[src/rtl/mse_result_reader.sv]
// mse_result_reader
//   Reader side of the error-accumulator result interface. Each 64-bit result
//   strobe is captured into a small FIFO and then streamed to the host as two
//   32-bit words over a valid/ready handshake, low word first.
//
//   Ports:
//     clk, rst            clock and synchronous active-high reset
//     data_in/data_valid  64-bit result and its 1-cycle strobe (no back-pressure)
//     m_data/m_valid/m_ready/m_last
//                         32-bit output stream; m_last marks the high word
//     fifo_count          entries currently stored in the FIFO
//     overflow/clear_ovf  sticky drop flag and its clear (set wins)
//     result_cnt          count of results accepted into the FIFO (wraps)
module mse_result_reader #(
  parameter int FIFO_DEPTH = 4,
  parameter int CNT_W      = 16
) (
  input  logic                          clk,
  input  logic                          rst,
  input  logic [63:0]                   data_in,
  input  logic                          data_valid,
  output logic [31:0]                   m_data,
  output logic                          m_valid,
  input  logic                          m_ready,
  output logic                          m_last,
  output logic [$clog2(FIFO_DEPTH):0]   fifo_count,
  output logic                          overflow,
  input  logic                          clear_ovf,
  output logic [CNT_W-1:0]              result_cnt
);

  localparam int AW = $clog2(FIFO_DEPTH);
  localparam int CW = AW + 1;
  localparam logic [CW-1:0] DEPTH_C = CW'(FIFO_DEPTH);

  typedef enum logic [1:0] {IDLE, SEND_LO, SEND_HI} state_t;

  state_t      state;
  logic [63:0] mem [FIFO_DEPTH];
  logic [63:0] hold;
  logic [AW-1:0] wptr, rptr;
  logic [63:0] head;
  logic        not_empty;
  logic        pop;
  logic        push;

  assign head      = mem[rptr];
  assign not_empty = (fifo_count != '0);

  // A pop happens when the FSM refills its hold register: from IDLE, or at the
  // high-word handshake so the next result follows without a bubble.
  always_comb begin
    pop = 1'b0;
    if (not_empty) begin
      if (state == IDLE)
        pop = 1'b1;
      else if (state == SEND_HI && m_ready)
        pop = 1'b1;
    end
    // A full FIFO still accepts a result when an entry leaves in the same cycle.
    push = data_valid && ((fifo_count < DEPTH_C) || pop);
  end

  always_ff @(posedge clk) begin
    if (push)
      mem[wptr] <= data_in;
  end

  always_ff @(posedge clk) begin
    if (rst) begin
      state      <= IDLE;
      hold       <= '0;
      wptr       <= '0;
      rptr       <= '0;
      fifo_count <= '0;
      overflow   <= 1'b0;
      result_cnt <= '0;
      m_data     <= '0;
      m_valid    <= 1'b0;
      m_last     <= 1'b0;
    end else begin
      if (push) begin
        wptr       <= wptr + AW'(1);
        result_cnt <= result_cnt + CNT_W'(1);
      end
      if (pop)
        rptr <= rptr + AW'(1);

      case ({push, pop})
        2'b10:   fifo_count <= fifo_count + CW'(1);
        2'b01:   fifo_count <= fifo_count - CW'(1);
        default: fifo_count <= fifo_count;
      endcase

      if (data_valid && !push)
        overflow <= 1'b1;
      else if (clear_ovf)
        overflow <= 1'b0;

      // Outputs are registered alongside the state so they change on the same
      // edge as the transition that produces them.
      case (state)
        IDLE: begin
          if (pop) begin
            hold    <= head;
            m_data  <= head[31:0];
            m_valid <= 1'b1;
            m_last  <= 1'b0;
            state   <= SEND_LO;
          end
        end
        SEND_LO: begin
          if (m_ready) begin
            m_data <= hold[63:32];
            m_last <= 1'b1;
            state  <= SEND_HI;
          end
        end
        SEND_HI: begin
          if (m_ready) begin
            if (pop) begin
              hold    <= head;
              m_data  <= head[31:0];
              m_valid <= 1'b1;
              m_last  <= 1'b0;
              state   <= SEND_LO;
            end else begin
              m_data  <= '0;
              m_valid <= 1'b0;
              m_last  <= 1'b0;
              state   <= IDLE;
            end
          end
        end
        default: begin
          m_data  <= '0;
          m_valid <= 1'b0;
          m_last  <= 1'b0;
          state   <= IDLE;
        end
      endcase
    end
  end

endmodule

[config.mk]
export PLATFORM = sky130hd
export DESIGN_NAME = mse_result_reader
export DESIGN_NICKNAME = d
export VERILOG_FILES = /design/src/rtl/mse_result_reader.sv
export SDC_FILE = /design/constraint.sdc
export NUM_CORES = 1
export LEC_CHECK = 0
export BUFFER_PORTS_ARGS = -buffer_cell sky130_fd_sc_hd__buf_2
export CORE_UTILIZATION = 53
export DETAILED_ROUTE_END_ITERATION = 8
export GPL_TIMING_DRIVEN = 1
export PLACE_DENSITY = 0.87
export REMOVE_ABC_BUFFERS = 1
export SYNTH_ARGS = -nofsm -noshare
export SYNTH_HDL_FRONTEND = slang
export SYNTH_SLANG_ARGS = --single-unit
[constraint.sdc]
create_clock -name clk -period 3 [get_ports clk]
set_input_delay 0.3 -clock clk [delete_from_list [all_inputs] [get_ports clk]]
set_output_delay 0.3 -clock clk [all_outputs]
set_load 0.01 [all_outputs]
==> results.yml, run 1 <==
place:
  hpwl_mm: 14.9
  pre_cts_slack_ps: 561
  numPortBuffers: 122
  gp_congestion: 0.765
clocking:
  clock_path_buffers: 3
  cts-root-buf: "clkbuf_16"
  cts.htree.levels: 2
  cts_sinks: 349
  cts_made_buffers: 35
  post_cts_buffers: 0
  clkTransAtPathRegs_ps: 60
  insertion_delay_ps: 520
  cts_tree: "yes"
global_route:
  grt_usage_pct: 21.4
  grt_pass1_vias: 7656
  grt_overflow: 0
  grt_max_degree: 60
  grtUsageMet1_pct: 28.0
  grt.busiest_layer: "met2"
  grt.met3_usage_pct: 3.53
  use_met2_pct: 37.0
  antenna_found_initial: 0
  grt_pass1_wl_mm: 41.6
route:
  route.detailed.drc: 2
  wl_per_cell_um: 20.4
  drt_iter0_markers: 605
  via_per_inst: 5.71
  wirelength_mm: 26.5
  drtPass1Iterations: 7
  antenna_left: 0
  num_vias: 7396
sta:
  skew_ps: 22.7
  slew-limit-headroom_pct: 40.2
  holdWs_ps: 13.3
  setup_slack_ps: 496
  fin_crit_sh_pct: 83.5
  fin_setup_tns_ps: 0
  period_needed_ps: 2500
  worst_pin_slew_ps: 896
  max_clock_freq_ghz: 0.399
  setup_viol: 0
  drv_slew: 0
  rsz0062_at_grt: "no"
  hold_violations: 0
floorplan:
  num_io_pins: 123
  die_x_um: 159
  rows: 57
  coreArea_um2: 24200
  initial_core_util_pct: 53.8
  die_y_um: 159
  die_area_um2: 25200
pwr:
  power_density_nw_per_um2: 982
  p_total_mw: 15.4
  leakage_nw: 5.70
  vdd_drop_max_mv: 0.825
synth:
  synth_area_leaders: "edfxtp_1 59%, dfxtp_1 14%, mux4_2 11%, nand2_1 2.0%, a21oi_1 2.0%"
  synth_top_area_cell: "edfxtp_1"
  ys_ff_latch: 349
  synth.distinct_cells: 47
  ys_async_sr_fraction_pct: 0
  netlist_area_um2: 13000
  postSynthAreaPerCell_um2: 17.1
  yosys_warnings: 0
  synth_top_area_share_pct: 59.0
  synthFlopType: "edfxtp_1"
  synth_edf_count: 256
  yosysSeqAreaShare_pct: 73.2
  syn_inst: 764
setup_path:
  cp_max_fo: 8
  crit_arrival_ps: 2930
  start_kind: "register"
  endpoint_kind: "register"
  ff2ff_path_depth: 9
  critPathKind: "reg2reg"
  required_ps: 3430
finish:
  final_cell_mix: "256 x edfxtp_1, 121 x buf_2, 91 x dfxtp_1"
  finish.utilization_pct: 64.7
  area_delta_synth_final_pct: 20.3
  mostFrequentLayoutCell: "edfxtp_1"
  fin_nets: 1020
  drive_gt1_share_pct: 28.3
  num_antenna_cells: 0
outcome:
  outcome: "finished, violations left"
  violations: "design-rule violations"
job:
  max-cap-violations: 0
worst_hold_path:
  hold_path_depth: 1
  min-delay-path-class: "in2reg"
## Yosys cell counts (all sizes together) (2+ instances only)
library cell,n
nor4,2
edfxtp,256
nor3,10
a31o,3
a21o,24
clkbuf,22
dfxtp,93
ha,6
inv,14
nand3,6
a221oi,9
buf,22
o21ai,5
and3,3
a21oi,51
a22o,23
nand2b,3
mux2,4
or3,4
xor2,2
and2,4
nand4,6
or4,6
xnor2,3
mux4,64
nand2,71
nor2,24
nor2b,7
o31ai,6
and4,2
## layout make-up
| cell class | count | area, um^2 |
|---|---|---|
| multi-input combinational | 357 | 3220 |
| tap | 324 | 405 |
| fill | 1676 | 8570 |
| inverter | 14 | 52.6 |
| sequential | 349 | 9560 |
| clock buffer | 50 | 992 |
| clock inverter | 14 | 159 |
| timing repair buffer | 187 | 1290 |
## critical path, cell delays in order, from the launching register on
cell and delay (ps):
dfxtp_1 370, nor2b_1 190, or3_2 490, inv_2 80
ha_1 180, inv_1 60, fa_1 380, xor2_1 160
or3_1 320, a21oi_1 200
## what timing repair did
| action | CTS | global route |
|---|---|---|
| endpoints found under the setup margin | 0 | 0 |
| hold buffers | 46 | 0 |
| resized for setup | 0 | 0 |
| hold endpoints to repair | 173 | 0 |
## logic make-up (layout without fill, tap and decap cells)
group	count (synthesis)	count (layout)	synth area share, %
xor gates and xnor gates	5	5	0.336
DFF	349	349	73.2
muxes	68	68	11.4
and+or+nand+nor	151	151	5.55
AOI/OAI and AO/OA	126	126	6.58
buffers and inverters	58	265	2.18
adders and majority gates	7	7	0.729
## layer usage
layer	routed length [um]	share of wire (%)	up-vias
met1	10900	41	3734
met3	1620	6.1	49
li1	-	-	3348
met5	0	0	-
met2	13500	51	265
met4	467	1.8	0
## path summary, 6_finish.rpt
kind | start | end | slack [ps]
hold / removal | data_in[31] | mem[1][31] | 10
setup reg to reg | state[1] | fifo_count[2] | 500
hold reg to reg | m_data[20] | m_data[20] | 450
setup / recovery | state[1] | fifo_count[2] | 500
## power breakdown
part,internal [mW],switching (mW)
sequential,6.57,0.582
combinational,1.69,2.27
clock,2.51,1.79
## through the flow
step / area [um^2] / instances
5_1_grt: 15700 / 1295
4_1_cts: 15700 / 1295
3_5_place_dp: 14100 / 1185
6_report: 15700 / 1295
2_1_floorplan: 12800 / 720
3_3_place_gp: 14100 / 1185
## sequential cells by signal, indices dropped and copies added, names as in the netlist, named ones only
name	count
result_cnt	16
state	2
mem	256
m_valid	1
overflow	1
hold	32
rptr	2
m_data	32
fifo_count	3
wptr	2
No activity file was read; power rests on OpenSTA's default activity.
==> inputs of run 2 (changes only) <==
CORE_UTILIZATION = 59   (was 53)
PLACE_DENSITY = 0.91   (was 0.87)
clock period = 2.6 ns   (was 3 ns; I/O delays follow)
==> run 2 against run 1 <==
Compared with the run above: the flow now finishes without violations; global-route usage grew 4.3 points; setup slack got worse by 260 ps; die area down 10%; maximum frequency grew 5.8%; clock skew is 8.8 ps lower; routed wire length grew 5.3%; flip-flop and latch count unchanged; cell count down 1.8%; sequential power increased by 15%; core utilization increased by 8.2 points; largest power group unchanged; highest routed layer unchanged.
==> results.yml, run 2 (synthesized netlist as in run 1, its figures left out) <==
clocking:
  cts-root-buf: "clkbuf_16"
  cts_tree: "yes"
  clock_path_buffers: 3
  cts_sinks: 349
  cts.htree.levels: 2
  cts_made_buffers: 36
  clkTransAtPathRegs_ps: 60
  insertion_delay_ps: 510
  post_cts_buffers: 0
place:
  gp_congestion: 0.832
  hpwl_mm: 15.7
  placed_cell_area_um2: 14000
  numPortBuffers: 122
floorplan:
  die_y_um: 151
  rows: 54
  num_io_pins: 123
  die_x_um: 151
  coreArea_um2: 21800
  initial_core_util_pct: 59.9
  die_area_um2: 22700
setup_path:
  cp_cell_sequence: "nor3_1, or3_2, inv_2, ha_1, inv_1, fa_1, xor2_1, or3_1, a21oi_1"
  crit_arrival_ps: 2800
  slowest_delay_ps: 460
  cp_max_fo: 8
  slowest_stage: "dfxtp_1"
  endpoint_kind: "register"
  critPathKind: "reg2reg"
  r2r_start: "fifo_count[2]"
  rrSetupSlack_ps: 230
  worst-path-buf-inv: 2
  cp_top_family: "simple AND/OR/NAND/NOR gates"
  start_kind: "register"
  reg2reg_to: "fifo_count[2]"
  required_ps: 3030
  ff2ff_path_depth: 9
finish:
  fin_nets: 1043
  area_delta_synth_final_pct: 21.5
  drive_gt1_share_pct: 28.1
  fillers: 1244
  final_cell_mix: "256 x edfxtp_1, 121 x buf_2, 91 x dfxtp_1"
  mostFrequentLayoutCell: "edfxtp_1"
  num_antenna_cells: 0
  reg_top3: "mem x256, hold x32, m_data x32"
  design_area_um2: 15800
  largest-register: "mem"
  largest_reg_flops: 256
route:
  num_vias: 7595
  route.detailed.drc: 0
  wl_per_cell_um: 21.9
  drtPass1Iterations: 5
  drt_iter0_markers: 518
  via_per_inst: 5.97
  wirelength_mm: 27.9
  antenna_left: 0
sta:
  skew_ps: 13.9
  period_needed_ps: 2370
  hold_violations: 0
  rsz0062_at_grt: "no"
  drv_slew: 0
  worst_pin_slew_ps: 866
  setup_viol: 0
  slew-limit-headroom_pct: 42.3
  fin_crit_sh_pct: 91.0
  fin_setup_tns_ps: 0
  max_clock_freq_ghz: 0.423
worst_hold_path:
  hold_path_depth: 3
  whs_endpoint: "overflow"
  hold_start: "clear_ovf"
  min-delay-path-class: "in2reg"
global_route:
  grt_usage_pct: 25.7
  grt_pass1_vias: 8025
  grt_overflow: 0
  grt_pass1_wl_mm: 43.1
  grt_max_degree: 38
  antenna_found_initial: 0
pwr:
  pwr-share-seq_pct: 45.7
  vdd_drop_max_mv: 0.727
  leakage_nw: 5.79
  p_int_mw: 12.6
  switching_share_pct: 30.2
  power_switching_mw: 5.43
  power_frac_comb_pct: 26.3
  pwr-share-clk_pct: 28.0
  power_density_nw_per_um2: 1140
outcome:
  outcome: "finished, final reports clean"
job:
  max-cap-violations: 0
==> run 2: cell types whose count changed in the layout (fill, tap and decap cells not counted), moves of 3 or more <==
cell | before | now
buf_4 | 14 | 18
clkbuf_1 | 9 | 5
dlygate4sd3_1 | 46 | 64
clkinv_1 | 4 | 7
==> run 2: worst reg2reg max path: stages, from the launching register on <==
cell     delay, ps
dfxtp_1        460
nor3_1         120
or3_2          450
inv_2           70
ha_1           160
inv_1           60
fa_1           370
xor2_1         160
or3_1          310
a21oi_1        140
==> run 2: layer usage <==
metal	vias to the layer above	global-route usage (%)	part of all wire, %
met5	-	0	0
met4	0	8.10	2.2
met3	56	4.85	7.2
met2	318	45.4	52
met1	3832	32.1	38
li1	3389	-	-
==> run 2: worst max-delay path by stage <==
| stage | start | endpoint | slack (ps) | cells past startpoint |
|---|---|---|---|---|
| after floorplan | register | m_data[12] | -1230 | 3 |
| after global placement | m_ready | fifo_count[2] | 300 | 10 |
| after detailed placement | m_ready | fifo_count[2] | 250 | 10 |
| after CTS | fifo_count[2] | fifo_count[2] | 250 | 9 |
| after global routing | fifo_count[2] | fifo_count[2] | 140 | 9 |
| final | fifo_count[2] | fifo_count[2] | 230 | 9 |
==> run 2: metrics by stage <==
| stage | hold slack, ps | worst slack (ps) | power, mW | cells | util, % |
|---|---|---|---|---|---|
| after global placement | 429 | 298 | 12.6 | 1145 | 64.6 |
| final | 21.5 | 233 | 18.0 | 1272 | 72.8 |
| after floorplan | 329 | -1230 | 11.1 | 720 | - |
| after global routing | 27.7 | 144 | 18.8 | 1272 | 72.8 |
| after CTS | 2.59 | 245 | 18.1 | 1271 | 72.8 |
| after detailed placement | 433 | 250 | 12.9 | 1145 | 64.6 |
==> run 2: area by class of cell <==
| class | count | area (um^2) | area share [%] |
|---|---|---|---|
| clock buffer | 46 | 1000 | 6.31 |
| clock inverter | 17 | 164 | 1.03 |
| inverter | 14 | 52.6 | 0.332 |
| multi-input combinational | 357 | 3220 | 20.3 |
| sequential | 349 | 9560 | 60.3 |
| tap | 280 | 350 | 2.21 |
| timing repair buffer | 209 | 1500 | 9.47 |
==> run 2: timing repair <==
action / in CTS / in global routing
hold endpoints to repair: 252 / 2
hold buffers: 63 / 1
resized for setup: 0 / 0
==> run 2: power groups by stage <==
stage                     Combinational (mW)  Sequential [mW]  Clock [mW]
after global placement                  4.43             8.19           0
after floorplan                         2.70             8.43           0
final                                   4.72             8.23        5.04
after CTS                               4.73             8.23        5.09
after detailed placement                4.60             8.31           0
after global routing                    5.10             8.35        5.30
